--- config.mk ---
export PLATFORM = sky130hd
export DESIGN_NAME = hex_print_streamer
export DESIGN_NICKNAME = d
export VERILOG_FILES = /design/src/rtl/hex_print_streamer.sv
export SDC_FILE = /design/constraint.sdc
export NUM_CORES = 1
export LEC_CHECK = 0
export CORE_ASPECT_RATIO = 1.75
export CORE_UTILIZATION = 55
export DETAILED_ROUTE_END_ITERATION = 8
export GPL_TIMING_DRIVEN = 1
export PLACE_DENSITY_LB_ADDON = 0.15
export REMOVE_ABC_BUFFERS = 1
export SYNTH_ARGS = -nofsm -noshare
export SYNTH_HDL_FRONTEND = slang
export SYNTH_SLANG_ARGS = --single-unit
--- constraint.sdc ---
create_clock -name clk_i -period 5.55 [get_ports clk_i]
set_input_delay 1.11 -clock clk_i [delete_from_list [all_inputs] [get_ports clk_i]]
set_output_delay 1.11 -clock clk_i [all_outputs]
set_load 0.005 [all_outputs]
--- src/rtl/hex_print_streamer.sv ---
// ---------------------------------------------------------------------------
// hex_print_streamer
//
// Captures 32-bit words posted by the CPU to the print region, queues them
// in a small word FIFO and streams each one out as eight lowercase hex ASCII
// characters followed by a terminator byte, one byte per handshake, towards
// the UART TX buffer.
//
// Serializer states:
//   state   | meaning
//   --------+-----------------------------------------------------------
//   ST_IDLE | nothing being sent; pops the FIFO as soon as it is non-empty
//   ST_HEX  | presenting hex character for the top nibble of r_shift
//   ST_NL   | presenting the terminator; pops the next word on handshake
//
// Ports:
//   clk_i           system clock, rising edge
//   rst_i           synchronous active-high reset
//   write_i         one-cycle posted write strobe
//   write_data_i    word to print
//   write_ready_o   FIFO not full (registered)
//   byte_valid_o    byte_o holds a valid character
//   byte_o          ASCII character
//   byte_ready_i    downstream accepts byte_o this cycle
//   level_o         words waiting in the FIFO (excludes the one in flight)
//   dropped_count_o writes lost to a full FIFO, saturating
//   idle_o          FIFO empty and serializer idle
// ---------------------------------------------------------------------------
module hex_print_streamer #(
    parameter int unsigned FIFO_DEPTH = 8,
    parameter logic [7:0]  NEWLINE    = 8'h0A
) (
    input  logic                            clk_i,
    input  logic                            rst_i,
    input  logic                            write_i,
    input  logic [31:0]                     write_data_i,
    output logic                            write_ready_o,
    output logic                            byte_valid_o,
    output logic [7:0]                      byte_o,
    input  logic                            byte_ready_i,
    output logic [$clog2(FIFO_DEPTH+1)-1:0] level_o,
    output logic [15:0]                     dropped_count_o,
    output logic                            idle_o
);

    localparam int unsigned   PW         = $clog2(FIFO_DEPTH);
    localparam int unsigned   LW         = $clog2(FIFO_DEPTH + 1);
    localparam logic [LW-1:0] FULL_LEVEL = LW'(FIFO_DEPTH);

    typedef enum logic [1:0] {
        ST_IDLE = 2'd0,
        ST_HEX  = 2'd1,
        ST_NL   = 2'd2
    } state_t;

    state_t        r_state;
    state_t        w_state_nxt;

    logic [31:0]   r_mem [FIFO_DEPTH];
    logic [PW-1:0] r_wr_ptr;
    logic [PW-1:0] r_rd_ptr;
    logic [LW-1:0] r_level;
    logic [LW-1:0] w_level_nxt;
    logic          r_write_ready;
    logic [15:0]   r_dropped;
    logic [31:0]   r_shift;
    logic [2:0]    r_nib_cnt;

    logic          w_fifo_empty;
    logic          w_push;
    logic          w_pop;
    logic          w_drop;
    logic          w_byte_valid;
    logic          w_handshake;
    logic [7:0]    w_byte;

    function automatic logic [7:0] hex_ascii(input logic [3:0] nib);
        if (nib < 4'd10) begin
            return 8'h30 + {4'h0, nib};
        end
        return 8'h57 + {4'h0, nib};
    endfunction

    assign w_fifo_empty = (r_level == '0);
    assign w_byte_valid = (r_state != ST_IDLE);
    assign w_handshake  = w_byte_valid & byte_ready_i;

    // Producers are never stalled: a write while full is simply counted.
    assign w_push = write_i & r_write_ready;
    assign w_drop = write_i & ~r_write_ready;

    // Next-state logic; w_pop marks the cycle a word moves FIFO -> r_shift.
    always_comb begin
        w_state_nxt = r_state;
        w_pop       = 1'b0;
        case (r_state)
            ST_IDLE: begin
                if (!w_fifo_empty) begin
                    w_pop       = 1'b1;
                    w_state_nxt = ST_HEX;
                end
            end
            ST_HEX: begin
                if (w_handshake && (r_nib_cnt == 3'd7)) begin
                    w_state_nxt = ST_NL;
                end
            end
            ST_NL: begin
                if (w_handshake) begin
                    // Chain straight into the next word so back-to-back
                    // words leave no idle cycle on the byte stream.
                    if (!w_fifo_empty) begin
                        w_pop       = 1'b1;
                        w_state_nxt = ST_HEX;
                    end else begin
                        w_state_nxt = ST_IDLE;
                    end
                end
            end
            default: begin
                w_state_nxt = ST_IDLE;
            end
        endcase
    end

    always_comb begin
        w_byte = 8'h00;
        case (r_state)
            ST_HEX:  w_byte = hex_ascii(r_shift[31:28]);
            ST_NL:   w_byte = NEWLINE;
            default: w_byte = 8'h00;
        endcase
    end

    always_comb begin
        w_level_nxt = r_level;
        case ({w_push, w_pop})
            2'b10:   w_level_nxt = r_level + 1'b1;
            2'b01:   w_level_nxt = r_level - 1'b1;
            default: w_level_nxt = r_level;
        endcase
    end

    always_ff @(posedge clk_i) begin
        if (rst_i) begin
            r_state       <= ST_IDLE;
            r_wr_ptr      <= '0;
            r_rd_ptr      <= '0;
            r_level       <= '0;
            r_write_ready <= 1'b1;
            r_dropped     <= 16'h0000;
            r_shift       <= 32'h0;
            r_nib_cnt     <= 3'd0;
            for (int i = 0; i < int'(FIFO_DEPTH); i++) begin
                r_mem[i] <= 32'h0;
            end
        end else begin
            r_state       <= w_state_nxt;
            r_level       <= w_level_nxt;
            // Full flag is computed from the next occupancy so it is a
            // plain flop output, aligned with level_o.
            r_write_ready <= (w_level_nxt != FULL_LEVEL);

            if (w_push) begin
                r_mem[r_wr_ptr] <= write_data_i;
                r_wr_ptr        <= r_wr_ptr + 1'b1;
            end

            if (w_pop) begin
                r_shift   <= r_mem[r_rd_ptr];
                r_nib_cnt <= 3'd0;
                r_rd_ptr  <= r_rd_ptr + 1'b1;
            end else if ((r_state == ST_HEX) && w_handshake) begin
                r_shift   <= {r_shift[27:0], 4'h0};
                r_nib_cnt <= r_nib_cnt + 3'd1;
            end

            if (w_drop && (r_dropped != 16'hFFFF)) begin
                r_dropped <= r_dropped + 16'd1;
            end
        end
    end

    assign write_ready_o   = r_write_ready;
    assign byte_valid_o    = w_byte_valid;
    assign byte_o          = w_byte;
    assign level_o         = r_level;
    assign dropped_count_o = r_dropped;
    assign idle_o          = w_fifo_empty & (r_state == ST_IDLE);

endmodule

==> results of run 1 <==
cells in the mapped netlist, types with 5 or more instances:
library cell	n	area [µm²]
and2_1	260	1630
edfxtp_1	256	7690
nand2_1	74	278
dfxtp_1	67	1340
mux4_2	64	1440
clkbuf_1	39	146
nor2_1	39	146
nor2b_1	31	194
a211oi_1	28	210
a311oi_1	28	245
xor2_1	16	140
buf_2	15	75.1
ha_1	13	163
a21oi_1	12	60.1
mux2i_1	10	100
nor3_1	9	45.0
or2_2	8	50.1
buf_4	6	45.0
buf_6	6	67.6
clkbuf_2	6	30.0
inv_1	6	22.5
nand3_1	6	30.0
o21ai_0	6	30.0
xnor2_1	6	52.6
a31oi_1	5	31.3
nand4_1	5	31.3
cell type report:
cell class,instances,area [µm²],share of cell area [%]
tap,320,400,2.44
sequential,323,9030,55.2
clock inverter,15,100,0.611
multi-input combinational,659,5230,31.9
timing repair buffer,81,766,4.68
inverter,8,30.0,0.183
clock buffer,41,813,4.97
metal layers:
metal,wire [µm],share of wire (%)
met5,0,0
met4,997,3.2
met3,1050,3.4
met2,17200,56
met1,11600,38
metrics by stage:
| step | instances | power [W] | setup slack (ns) |
|---|---|---|---|
| finish | 1447 | 0.00634 | 1.91 |
| global route | 1447 | 0.00664 | 1.65 |
| CTS | 1447 | 0.00641 | 1.93 |
| detailed placement | 1391 | 0.00449 | 1.35 |
| global placement | 1391 | 0.00445 | 1.39 |
| floorplan | 990 | 0.00405 | 0.898 |
tightest hold or removal path: cells and delay by family (launching register included):
family	cells	cell delay, ns
AOI/OAI and AO/OA	1	0.07
DFF	1	0.31
and+or+nand+nor	1	0.05
logic make-up (layout without fill, tap and decap cells):
logic type / Yosys count / count (layout) / synth area share, %
and+or+nand+nor: 456 / 456 / 17.9
DFF: 323 / 323 / 61.7
AOI/OAI and AO/OA: 93 / 93 / 4.67
buffers and inverters: 81 / 145 / 2.75
muxes: 74 / 74 / 10.5
xor gates and xnor gates: 22 / 22 / 1.32
adders and majority gates: 13 / 13 / 1.11
other: 1 / 1 / 0.0256
sequential cells by signal, summed over array words and instances, names as in the netlist, named ones only:
| name | count |
|---|---|
| write_ready_o | 1 |
| r_nib_cnt | 3 |
| r_mem | 256 |
| r_state | 2 |
| r_wr_ptr | 3 |
| level_o | 4 |
| dropped_count_o | 16 |
| r_rd_ptr | 3 |
| r_shift | 32 |
final timing paths:
kind | to | slack (ns) | depth (start not counted)
worst max-delay path | write_ready_o | 1.91 | 13
worst min register to register | flop | 0.47 | 2
worst min-delay path | flop | 0.47 | 2
worst max register to register | write_ready_o | 2.18 | 14
power groups by stage:
stage	Clock, W	Sequential, W	Combinational, W
floorplan	0	0.00308	0.000970
global placement	0	0.00308	0.00137
detailed placement	0	0.00309	0.00140
CTS	0.00197	0.00304	0.00141
global route	0.00206	0.00306	0.00152
finish	0.00193	0.00303	0.00138
==> run_results.csv, run 1 <==
group,metric,value,unit
run_status,status,"complete, but fails checks",
run_status,violations,"design-rule violations",
clock_tree,cts_setup_buffers,0,
clock_tree,clk_latency,0.56,ns
timing,min_period,3.64,ns
floorplanning,initial_core_util,56.1,%
timing,relSlewSlack,28.4,%
global_route,grtUsageTotal,23.6,%
logic_synthesis,postSynth.asyncResetShare,0,%
detailed_routing,vias_per_cell,5.86,
floorplanning,num_rows,78,
worst_setup_path,critPathLaunchType,"input pin",
place,place_area,15500,µm²
timing,fmax,275,MHz
floorplanning,dieHeight,218,µm
place,place_hpwl,18100,µm
power,p_leak,5.82,nW
global_route,grt_max_degree,65,
detailed_routing,vias,8475,
logic_synthesis,synth-seq-cells,323,
place,port_buffers,65,
worst_setup_path,arrival,4.08,ns
min_path,hold_path_class,"flop to flop",
timing,worstMarginPinSlew,1.07,ns
floorplanning,die_w,125,µm
logic_synthesis,netlist_area,14600,µm²
clock_tree,htree_levels,1,
worst_setup_path,slowest_stage,"clkdlybuf4s50_1",
layout,area_growth,12.0,%
layout,antennaDiodeCount,0,
timing,whs,0.475,ns
worst_setup_path,critPathKind,"input pin to flop",
power,seqPwrFrac,47.8,%
detailed_routing,first_pass_iters,6,
detailed_routing,drtAntennaViolNets,0,
logic_synthesis,syn-instance-count,1063,
floorplanning,coreArea,26100,µm²
worst_setup_path,cp_cell_sequence,"clkdlybuf4s50_1, a21oi_1, or2_2, buf_4, clkinv_1, ha_1, xor2_1, ha_1, a21oi_1, xor2_1, nor2_1, xnor2_1, or4b_1",
timing,final-hold-violation-count,0,
layout,final_cell_mix,"and2_1, edfxtp_1, nand2_1",
clock_tree,cts_tree,"yes",
logic_synthesis,avgSynthCellArea,13.8,µm²
worst_setup_path,cp_top_family,"buffers and inverters",
detailed_routing,routed_wirelength,30800,µm
layout,final_common_cell,"and2_1",
layout,nets,1152,
job,cap_violations,0,
logic_synthesis,synth_warnings,0,
worst_setup_path,cp_num_buf_inv,3,
global_route,grt_pass1_wl,48500,µm
global_route,grtUsageMet1,26.2,%
timing,skew,0.00996,ns
global_route,grt_busiest_layer,"met2",
global_route,grt_use_met3,2.53,%
place,place_congestion,0.745,
detailed_routing,dr.first_iter.drc_count,488,
global_route,grt-ovfl-total,0,
clock_tree,cts_resized,0,
logic_synthesis,synth_flop_cell,"edfxtp_1",
worst_setup_path,critPathMaxStageDelay,0.48,ns
power,peakVddDrop,0.000283,V
worst_setup_path,crit_path_end_kind,"flop",
logic_synthesis,synth-edff-count,256,
layout,fillCellCount,1952,
floorplanning,die-area,27300,µm²
power,p_per_area,387,nW/µm²
clock_tree,cts_buffers,30,
power,p_sw_share,27.8,%
worst_setup_path,cp.required,5.98,ns
clock_tree,clk_pin_slew,0.06,ns
power,p_int,0.00458,W
clock_tree,postCtsHoldBufs,0,
layout,drive_gt1_share,12.8,%
power,p_switching,0.00176,W
detailed_routing,drcViolationCount,9,
global_route,met2_usage,45.6,%
layout,final_area,16400,µm²
worst_setup_path,crit_path_start,"byte_ready_i",
floorplanning,ioPinCount,67,
power,p_clk_share,30.4,%
timing,fin_setup_tns,0,ns
timing,drv_slew,0,
power,pwr-share-comb,21.8,%
min_path,worstHoldStart,"r_rd_ptr[1]",
timing,rsz0062_at_grt,"no",
clock_tree,clockBufferDepth,3,
worst_setup_path,cp_max_fo,23,
clock_tree,clock_tree.root_cell,"clkbuf_16",
logic_synthesis,yosysSeqAreaShare,61.7,%
worst_setup_path,r2r_start,"r_state[0]",
timing,min_period_over_period,65.6,%
clock_tree,cts.sinks,323,
logic_synthesis,ys_types,52,
detailed_routing,avgRoutedWirePerCell,21.3,µm
timing,setup_viol,0,
layout,final_util,62.8,%
global_route,first_global_vias,8795,
global_route,antenna_found_initial,0,
(Power assumes the default switching activity.)
==> run 2: changes to the inputs <==
==> constraint.sdc (replaced) <==
create_clock -name clk_i -period 3.4 [get_ports clk_i]
set_input_delay 0.68 -clock clk_i [delete_from_list [all_inputs] [get_ports clk_i]]
set_output_delay 0.68 -clock clk_i [all_outputs]
set_load 0.005 [all_outputs]
==> run_results.csv, run 2 (synthesis results as in run 1) <==
group,metric,value,unit
detailed_routing,vias,8630,
worst_setup_path,critPathMaxStageDelay,0.52,ns
run_status,violations,"design-rule violations",
detailed_routing,drtAntennaViolNets,0,
floorplanning,initial_core_util,56.1,%
global_route,antenna_found_initial,0,
worst_setup_path,cp_max_fo,2,
worst_setup_path,cp_cell_sequence,"inv_1, ha_1, nand2_1, or3_1, a21oi_1, clkdlybuf4s50_1",
floorplanning,dieHeight,218,µm
worst_setup_path,reg2reg_depth,13,
layout,final_cell_mix,"and2_1, edfxtp_1, nand2_1",
worst_setup_path,slowest_stage,"clkdlybuf4s50_1",
clock_tree,clockBufferDepth,3,
detailed_routing,first_pass_iters,9,
layout,drive_gt1_share,14.6,%
global_route,first_global_vias,8738,
worst_setup_path,critPathLaunchType,"flop",
place,place_congestion,0.746,
timing,skew,0.00769,ns
min_path,hold_path_class,"flop to flop",
clock_tree,cts_tree,"yes",
clock_tree,cts_resized,0,
place,port_buffers,65,
floorplanning,ioPinCount,67,
layout,final_common_cell,"and2_1",
layout,antennaDiodeCount,0,
place,place_area,15700,µm²
job,cap_violations,0,
timing,drv_slew,0,
global_route,grt-ovfl-total,0,
timing,fmax,345,MHz
layout,regMostFlops,"r_mem",
floorplanning,coreArea,26100,µm²
detailed_routing,drcViolationCount,10,
layout,final_area,16600,µm²
min_path,hold_depth,2,
timing,relSlewSlack,56.0,%
detailed_routing,routed_wirelength,32500,µm
power,peakVddDrop,0.000475,V
worst_setup_path,arrival,2.22,ns
worst_setup_path,crit_path_end_kind,"primary output",
global_route,grt_pass1_wl,50200,µm
clock_tree,cts_buffers,29,
power,p_leak,5.96,nW
timing,rsz0062_at_grt,"no",
clock_tree,clock_tree.root_cell,"clkbuf_16",
clock_tree,cts_setup_buffers,0,
detailed_routing,avgRoutedWirePerCell,22.2,µm
layout,largest_reg_flops,256,
timing,min_period_over_period,85.3,%
timing,setup_viol,0,
clock_tree,htree_levels,1,
clock_tree,cts.sinks,323,
layout,nets,1174,
floorplanning,die_w,125,µm
detailed_routing,dr.first_iter.drc_count,604,
detailed_routing,vias_per_cell,5.89,
run_status,status,"complete, but fails checks",
timing,final-hold-violation-count,0,
floorplanning,die-area,27300,µm²
global_route,grtUsageTotal,24.8,%
timing,min_period,2.90,ns
worst_setup_path,critPathKind,"flop to primary output",
floorplanning,num_rows,78,
worst_setup_path,cp.required,2.72,ns
clock_tree,postCtsHoldBufs,0,
place,place_hpwl,18700,µm
layout,area_growth,13.8,%
timing,worstMarginPinSlew,0.660,ns
timing,whs,0.484,ns
global_route,grt_max_degree,65,
clock_tree,clk_pin_slew,0.06,ns
clock_tree,clk_latency,0.56,ns
power,p_per_area,630,nW/µm²
run 2: changes by cell type in the layout (fill, tap and decap cells not counted), sizes merged:
cell | previous run | this run
buf | 17 | 40
clkinvlp | 0 | 3
clkbuf | 41 | 31
bufinv | 1 | 3
run 2: path summary, 6_finish.rpt:
check | endpoint | from | slack, ns
worst max-delay path | byte_o[2] | r_shift[28] | 0.50
worst min-delay path | r_shift[26] | r_shift[22] | 0.48
worst max register to register | write_ready_o | r_state[0] | 0.61
worst min register to register | r_shift[26] | r_shift[22] | 0.48
run 2: layout make-up:
| cell class | count | area (µm²) |
|---|---|---|
| fillers | 1928 | 9420 |
| multi-input cells | 659 | 5230 |
| clock inverters | 20 | 161 |
| flip-flops and latches | 323 | 9030 |
| repair buffers | 104 | 1050 |
| well taps | 320 | 400 |
| clock buffers | 31 | 733 |
| inverters | 8 | 30.0 |
run 2: power by group:
part           switching [W]  total (W)  internal, W  leakage (nW)
combinational        0.00129    0.00247      0.00117          2.33
sequential          0.000219    0.00486      0.00464          3.20
clock                0.00140    0.00316      0.00177         0.431
run 2: per-layer routing:
| metal | routed length [µm] | vias up | track usage [%] |
|---|---|---|---|
| li1 | - | 3998 | - |
| met5 | 0 | - | 0 |
| met2 | 17600 | 221 | 46.4 |
| met4 | 800 | 0 | 8.01 |
| met3 | 1450 | 48 | 2.50 |
| met1 | 12600 | 4363 | 29.7 |
run 2: per-stage QoR:
step                      TNS (ns)  std cells  total power (W)  worst slack (ns)  utilization [%]
after CTS                        0       1465           0.0106             0.468             63.9
after global routing             0       1465           0.0109             0.403             63.9
after detailed placement         0       1414          0.00743             0.138             60.4
final                            0       1465           0.0105             0.501             63.9
after global placement           0       1414          0.00739             0.214             60.4
after floorplan             -24.06        990          0.00661            -0.837                -
run 2: critical path, delay by kind of cell (launching register included):
| kind | cells | cell delay [ns] |
|---|---|---|
| buffers and inverters | 2 | 0.63 |
| adders and majority gates | 1 | 0.17 |
| AOI/OAI and AO/OA | 1 | 0.15 |
| and+or+nand+nor | 2 | 0.37 |
| DFF | 1 | 0.34 |
